[src/rtl/vc_out_mux_buf_pkg.sv]
// Shared router definitions: default widths, port count, port indices, flit layout.
package vc_out_mux_buf_pkg;

    localparam int DATAW_DFLT = 8;
    localparam int VCHW_DFLT  = 1;
    localparam int NPORT_DFLT = 5;

    localparam int LOCAL = 0;
    localparam int NORTH = 1;
    localparam int EAST  = 2;
    localparam int SOUTH = 3;
    localparam int WEST  = 4;

    typedef struct packed {
        logic [DATAW_DFLT-1:0] data;
        logic [VCHW_DFLT-1:0]  vch;
    } flit_t;

endpackage

[src/rtl/vc_out_mux_buf_sync_fifo.sv]
// Generic show-ahead synchronous FIFO. The caller guarantees no push when full
// and no pop when empty. While empty, rdata keeps the most recently popped word.
module sync_fifo #(
    parameter int WIDTH = 9,
    parameter int DEPTH = 2
) (
    input  logic                     clk,
    input  logic                     rst_n,
    input  logic                     push,
    input  logic                     pop,
    input  logic [WIDTH-1:0]         wdata,
    output logic [WIDTH-1:0]         rdata,
    output logic [$clog2(DEPTH):0]   count
);
    localparam int AW   = $clog2(DEPTH);
    localparam int CNTW = AW + 1;

    logic [WIDTH-1:0] mem [DEPTH];
    logic [AW-1:0]    wr_ptr;
    logic [AW-1:0]    rd_ptr;

    // The slot just behind rd_ptr is only rewritten after a push makes the FIFO
    // non-empty, so it still holds the last popped word while empty.
    assign rdata = (count == '0) ? mem[rd_ptr - AW'(1)] : mem[rd_ptr];

    // Storage, pointers and occupancy; reset discards everything at once.
    always_ff @(posedge clk or negedge rst_n) begin
        if (!rst_n) begin
            for (int i = 0; i < DEPTH; i++) mem[i] <= '0;
            wr_ptr <= '0;
            rd_ptr <= '0;
            count  <= '0;
        end else begin
            if (push) begin
                mem[wr_ptr] <= wdata;
                wr_ptr      <= wr_ptr + AW'(1);
            end
            if (pop) rd_ptr <= rd_ptr + AW'(1);
            case ({push, pop})
                2'b10:   count <= count + CNTW'(1);
                2'b01:   count <= count - CNTW'(1);
                default: count <= count;
            endcase
        end
    end

endmodule

[src/rtl/vc_out_mux_buf.sv]
// Registered router output-port mux: one-hot grant selects an input stream,
// accepted flits are queued and presented to the output link with valid/ready.
module vc_out_mux_buf
    import vc_out_mux_buf_pkg::*;
#(
    parameter int NPORT = NPORT_DFLT,
    parameter int DATAW = DATAW_DFLT,
    parameter int VCHW  = VCHW_DFLT,
    parameter int DEPTH = 2
) (
    input  logic                     clk,
    input  logic                     rst_n,
    input  logic [NPORT*DATAW-1:0]   idata,
    input  logic [NPORT-1:0]         ivalid,
    input  logic [NPORT*VCHW-1:0]    ivch,
    input  logic [NPORT-1:0]         sel,
    output logic [NPORT-1:0]         iready,
    output logic [DATAW-1:0]         odata,
    output logic                     ovalid,
    output logic [VCHW-1:0]          ovch,
    input  logic                     oready,
    output logic                     sel_err,
    output logic [$clog2(DEPTH):0]   count
);
    localparam int CNTW = $clog2(DEPTH) + 1;
    localparam int FW   = DATAW + VCHW;

    logic [NPORT-1:0] sel_m1;
    logic             multihot;
    logic             onehot;
    logic             space;
    logic             push;
    logic             pop;
    logic [DATAW-1:0] mux_data;
    logic [VCHW-1:0]  mux_vch;
    logic             mux_valid;
    logic [FW-1:0]    rdata;

    // sel & (sel-1) clears the lowest set bit; anything left means multi-hot.
    assign sel_m1   = sel - {{(NPORT-1){1'b0}}, 1'b1};
    assign multihot = |(sel & sel_m1);
    assign onehot   = (|sel) & ~multihot;
    assign space    = (count < CNTW'(DEPTH));

    // Ready depends only on the grant and occupancy, never on oready.
    assign iready = (onehot && space) ? sel : '0;

    // AND-OR select of the granted port; only meaningful when onehot is set.
    always_comb begin
        mux_data  = '0;
        mux_vch   = '0;
        mux_valid = 1'b0;
        for (int i = 0; i < NPORT; i++) begin
            if (sel[i]) begin
                mux_data  = mux_data  | idata[i*DATAW +: DATAW];
                mux_vch   = mux_vch   | ivch[i*VCHW +: VCHW];
                mux_valid = mux_valid | ivalid[i];
            end
        end
    end

    assign push   = onehot & mux_valid & space;
    assign ovalid = (count != '0);
    assign pop    = ovalid & oready;

    sync_fifo #(
        .WIDTH (FW),
        .DEPTH (DEPTH)
    ) u_fifo (
        .clk   (clk),
        .rst_n (rst_n),
        .push  (push),
        .pop   (pop),
        .wdata ({mux_data, mux_vch}),
        .rdata (rdata),
        .count (count)
    );

    assign odata = rdata[FW-1:VCHW];
    assign ovch  = rdata[VCHW-1:0];

    // One-cycle error pulse for every cycle the grant was multi-hot.
    always_ff @(posedge clk or negedge rst_n) begin
        if (!rst_n) sel_err <= 1'b0;
        else        sel_err <= multihot;
    end

endmodule
[config.mk]
export PLATFORM = sky130hd
export DESIGN_NAME = vc_out_mux_buf
export DESIGN_NICKNAME = d
export VERILOG_FILES = /design/src/rtl/vc_out_mux_buf_pkg.sv /design/src/rtl/vc_out_mux_buf_sync_fifo.sv /design/src/rtl/vc_out_mux_buf.sv
export SDC_FILE = /design/constraint.sdc
export NUM_CORES = 1
export LEC_CHECK = 0
export ABC_AREA = 0
export CAP_MARGIN = 20
export CORE_MARGIN = 2
export CORE_UTILIZATION = 39
export DETAILED_ROUTE_END_ITERATION = 16
export MAX_ROUTING_LAYER = met4
export PLACE_DENSITY = 0.8
export SLEW_MARGIN = 20
export SYNTH_ARGS = -nofsm -noshare
export SYNTH_HDL_FRONTEND = slang
export SYNTH_SLANG_ARGS = --single-unit
[constraint.sdc]
create_clock -name clk -period 2.9 [get_ports clk]
set_clock_uncertainty 0.05 [all_clocks]
set_input_delay 0.725 -clock clk [delete_from_list [all_inputs] [get_ports clk]]
set_output_delay 0.725 -clock clk [all_outputs]
set_load 0.02 [all_outputs]
==> reports/summary.txt, run 1 <==
vias = 1331
drt initial violations = 97
first-pass GRT wire length = 7.01 mm
Post-synth EDFFs = 0
sequential share of power = 29.8%
I/O pin count = 76
post-route ant nets = 0
clock share of power = 8.1%
setup TNS = 0 ns
final hold violations = 0
total routed wirelength = 4.48 mm
internal power = 1160 uW
Seq cells post-synth = 23
total CTS buffers = 3
Slew @ Worst Pin = 0.305 ns
Multi-input gate area = 818 sq um
post-route minimum period = 2.84 ns
Worst Setup End Kind = primary output
FF+latch area = 576 sq um
fin nets = 268
share of cells above drive strength 1 = 25.0%
largest net degree at the start of global routing = 24
Remaining Overflow, GRT = 0
Combinational Power Share = 62.1%
Crit path arrival time = 2.07 ns
worst hold path type = register to register
Top Family by Delay on Critical Path = simple AND/OR/NAND/NOR gates
clk slew on worst S/H paths = 0.13 ns
Longest Clk Path Bufs = 2
Sw Ratio = 39.1%
clock root buffer = clkbuf_4
unrepaired setup endpoints after global routing = false
Tcrit/Tclk final = 98.0%
# DRC = 0
# rows = 21
die area = 0.00407 sq mm
synth top area cells = dfrtp_1 (41%), mux2_1 (11%), mux2_4 (9.7%), a222oi_1 (7.2%), a22oi_1 (5.4%)
Critical Path Fanout Max = 5
Leak = 0.00100 uW
Max Freq = 352 MHz
TritonCTS clock tree = yes
asr flop ratio synth = 100%
Die X = 63.8 microns
Die Y = 63.8 microns
Initial Util = 41.2%
CP Launch Type = input port
Synth warnings = 0
Synth Net Count = 173
Layout area overhead = 71.3%
Via density = 5.24
critical path class = input port to primary output
critical-path cell list = clkdlybuf4s15_2 > or3_4 > nor4b_4 > or3_4 > and2_1 > buf_6
Netlist Area Pre-Place = 0.00140 sq mm
cell count after synthesis = 114
area share of the largest cell type after synthesis = 41.2%
Worst path max stage delay = 0.38 ns
Sink Count = 23
Synth area leader = dfrtp_1
TritonRoute pass-1 iters = 5
Slew Viols, Final = 0
routability cong. = 0.767
Clock Latency Late Sink = 0.31 ns
overall global routing resource usage = 23.0%
peak supply drop = 0.632 mV
core area = 0.00339 sq mm
Final Setup Violations = 0
Syn Area/Cell = 12.2 sq um
WP buf/inv = 2
H-tree depth = 1
sequential share of the synthesized area = 41.2%
Slowest-stage cell, CP = or3_4
number of max-cap violations = 0
hold slack final = 0.456 ns
initial antenna violation count = 0
Synth Flop Type = dfrtp_1
I/O Buffers = 75
WL/cell = 17.6 microns
status = finished, final reports clean
placed wire-length estimate = 3.42 mm
Crit path required time = 2.12 ns
Sw Pwr = 743 uW
vias in the first global route = 1388
most used cell, CP = or3_4
max_slew headroom = 79.7%
# fillers = 244
antenna cells = 0
PwrDens = 794 mW/mm^2
Synth cell types = 27
-- layout by cell type (no fill, tap or decap) --
cell type | synthesis | final
clkbuf_1 | 5 | 1
nor4b_4 | 0 | 2
nand2_1 | 11 | 11
buf_12 | 0 | 1
maj3_1 | 1 | 1
mux2_4 | 9 | 9
o22a_1 | 1 | 1
clkdlybuf4s15_2 | 0 | 2
or3_4 | 1 | 2
and2_1 | 4 | 3
ha_1 | 1 | 1
xnor2_1 | 3 | 3
and2_4 | 0 | 1
mux2_2 | 4 | 4
mux2_1 | 14 | 14
nor2_1 | 1 | 1
o21ai_0 | 1 | 1
clkdlybuf4s50_1 | 0 | 56
buf_6 | 1 | 3
xor2_1 | 4 | 3
and3b_1 | 1 | 1
clkdlybuf4s15_1 | 0 | 1
o211a_1 | 1 | 1
a22oi_1 | 10 | 10
dfrtp_1 | 23 | 23
nor3_1 | 1 | 1
xor2_2 | 0 | 1
nand3_4 | 1 | 1
or2_4 | 0 | 1
dlygate4sd2_1 | 0 | 12
a222oi_1 | 10 | 10
buf_2 | 0 | 1
buf_4 | 1 | 21
clkbuf_4 | 0 | 3
o21a_1 | 1 | 1
-- cell type report --
class                   instances  area share (%)
multi-input cells              84            34.2
repair buffers                 97            38.2
well taps                      46            2.41
flip-flops and latches         23            24.1
clock buffers                   4            1.10
-- power groups by stage --
stage	combinational (uW)	sequential (uW)	clock, uW
after floorplan	639	580	0
after global placement	1190	558	0
after detailed placement	1210	575	0
after CTS	1120	567	158
after global routing	1250	585	179
final	1180	567	153
-- routing by layer --
| metal | vias up | GRT usage [%] | wire length (microns) |
|---|---|---|---|
| met5 | - | - | 0 |
| met4 | 0 | 7.61 | 29 |
| met3 | 2 | 5.11 | 379 |
| met2 | 60 | 38.5 | 2210 |
| met1 | 639 | 27.4 | 1860 |
| li1 | 630 | - | - |
-- logic make-up after synthesis --
group	synth area share [%]
muxes	24.2
DFF	41.2
and+or+nand+nor	11.1
AOI/OAI and AO/OA	14.8
adders and majority gates	1.61
xor gates and xnor gates	4.39
buffers and inverters	2.69
-- state kept, by name, summed over array words and instances (netlist names) --
name / flops
sel_err: 1
u_fifo.mem: 18
u_fifo.wr_ptr: 1
u_fifo.rd_ptr: 1
u_fifo.count: 2
-- what timing repair did --
action / 4_1_cts / 5_1_grt
pin swaps: 3 / 1
gates cloned: 0 / 1
buffers inserted: 0 / 1
gates resized for setup: 43 / 5
setup endpoints to repair: 14 / 12
hold buffers: 0 / 0
-- per-stage QoR --
stage | power [uW] | area, sq um | util (%) | setup WS, ns | cells
after floorplan | 1220 | 1410 | - | 0.0918 | 114
after global placement | 1750 | 2350 | 69.3 | -0.628 | 248
after detailed placement | 1780 | 2350 | 69.3 | -0.698 | 248
after CTS | 1840 | 2360 | 69.7 | 0.0159 | 252
after global routing | 2010 | 2390 | 70.6 | 0.0231 | 254
final | 1900 | 2390 | 70.6 | 0.0572 | 254
-- synthesized netlist by cell type (2+ instances only) --
cell type,count
mux2_1,14
xnor2_1,3
a22oi_1,10
clkbuf_1,5
mux2_4,9
a222oi_1,10
and2_1,4
mux2_2,4
xor2_1,4
nor4b_2,2
dfrtp_1,23
nand2_1,11
-- final timing paths --
check,from,depth (start not counted),endpoint,slack [ns]
worst max-delay path,sel[4],6,iready[0],0.06
worst min-delay path,u_fifo.mem[0]$_DFFE_PN0P_,1,u_fifo.mem[0]$_DFFE_PN0P_,0.46
worst max register to register,u_fifo.count[1]$_DFFE_PN0P_,8,u_fifo.mem[11]$_DFFE_PN0P_,0.84
worst min register to register,u_fifo.mem[0]$_DFFE_PN0P_,1,u_fifo.mem[0]$_DFFE_PN0P_,0.46
max in group asynchronous,rst_n,2,u_fifo.count[0]$_DFFE_PN0P_,1.87
min in group asynchronous,rst_n,2,u_fifo.mem[9]$_DFFE_PN0P_,0.70
(Power assumes the default switching activity.)
==> run 2, diff against run 1 <==
--- a/config.mk
+++ b/config.mk
@@ -9,6 +9,7 @@
 export CAP_MARGIN = 20
 export CORE_MARGIN = 2
 export CORE_UTILIZATION = 39
+export CTS_CLUSTER_SIZE = 30
 export DETAILED_ROUTE_END_ITERATION = 16
 export MAX_ROUTING_LAYER = met4
 export PLACE_DENSITY = 0.8
==> results of run 2 <==
The final DEF is identical to that of run 1; final timing and power are the same.
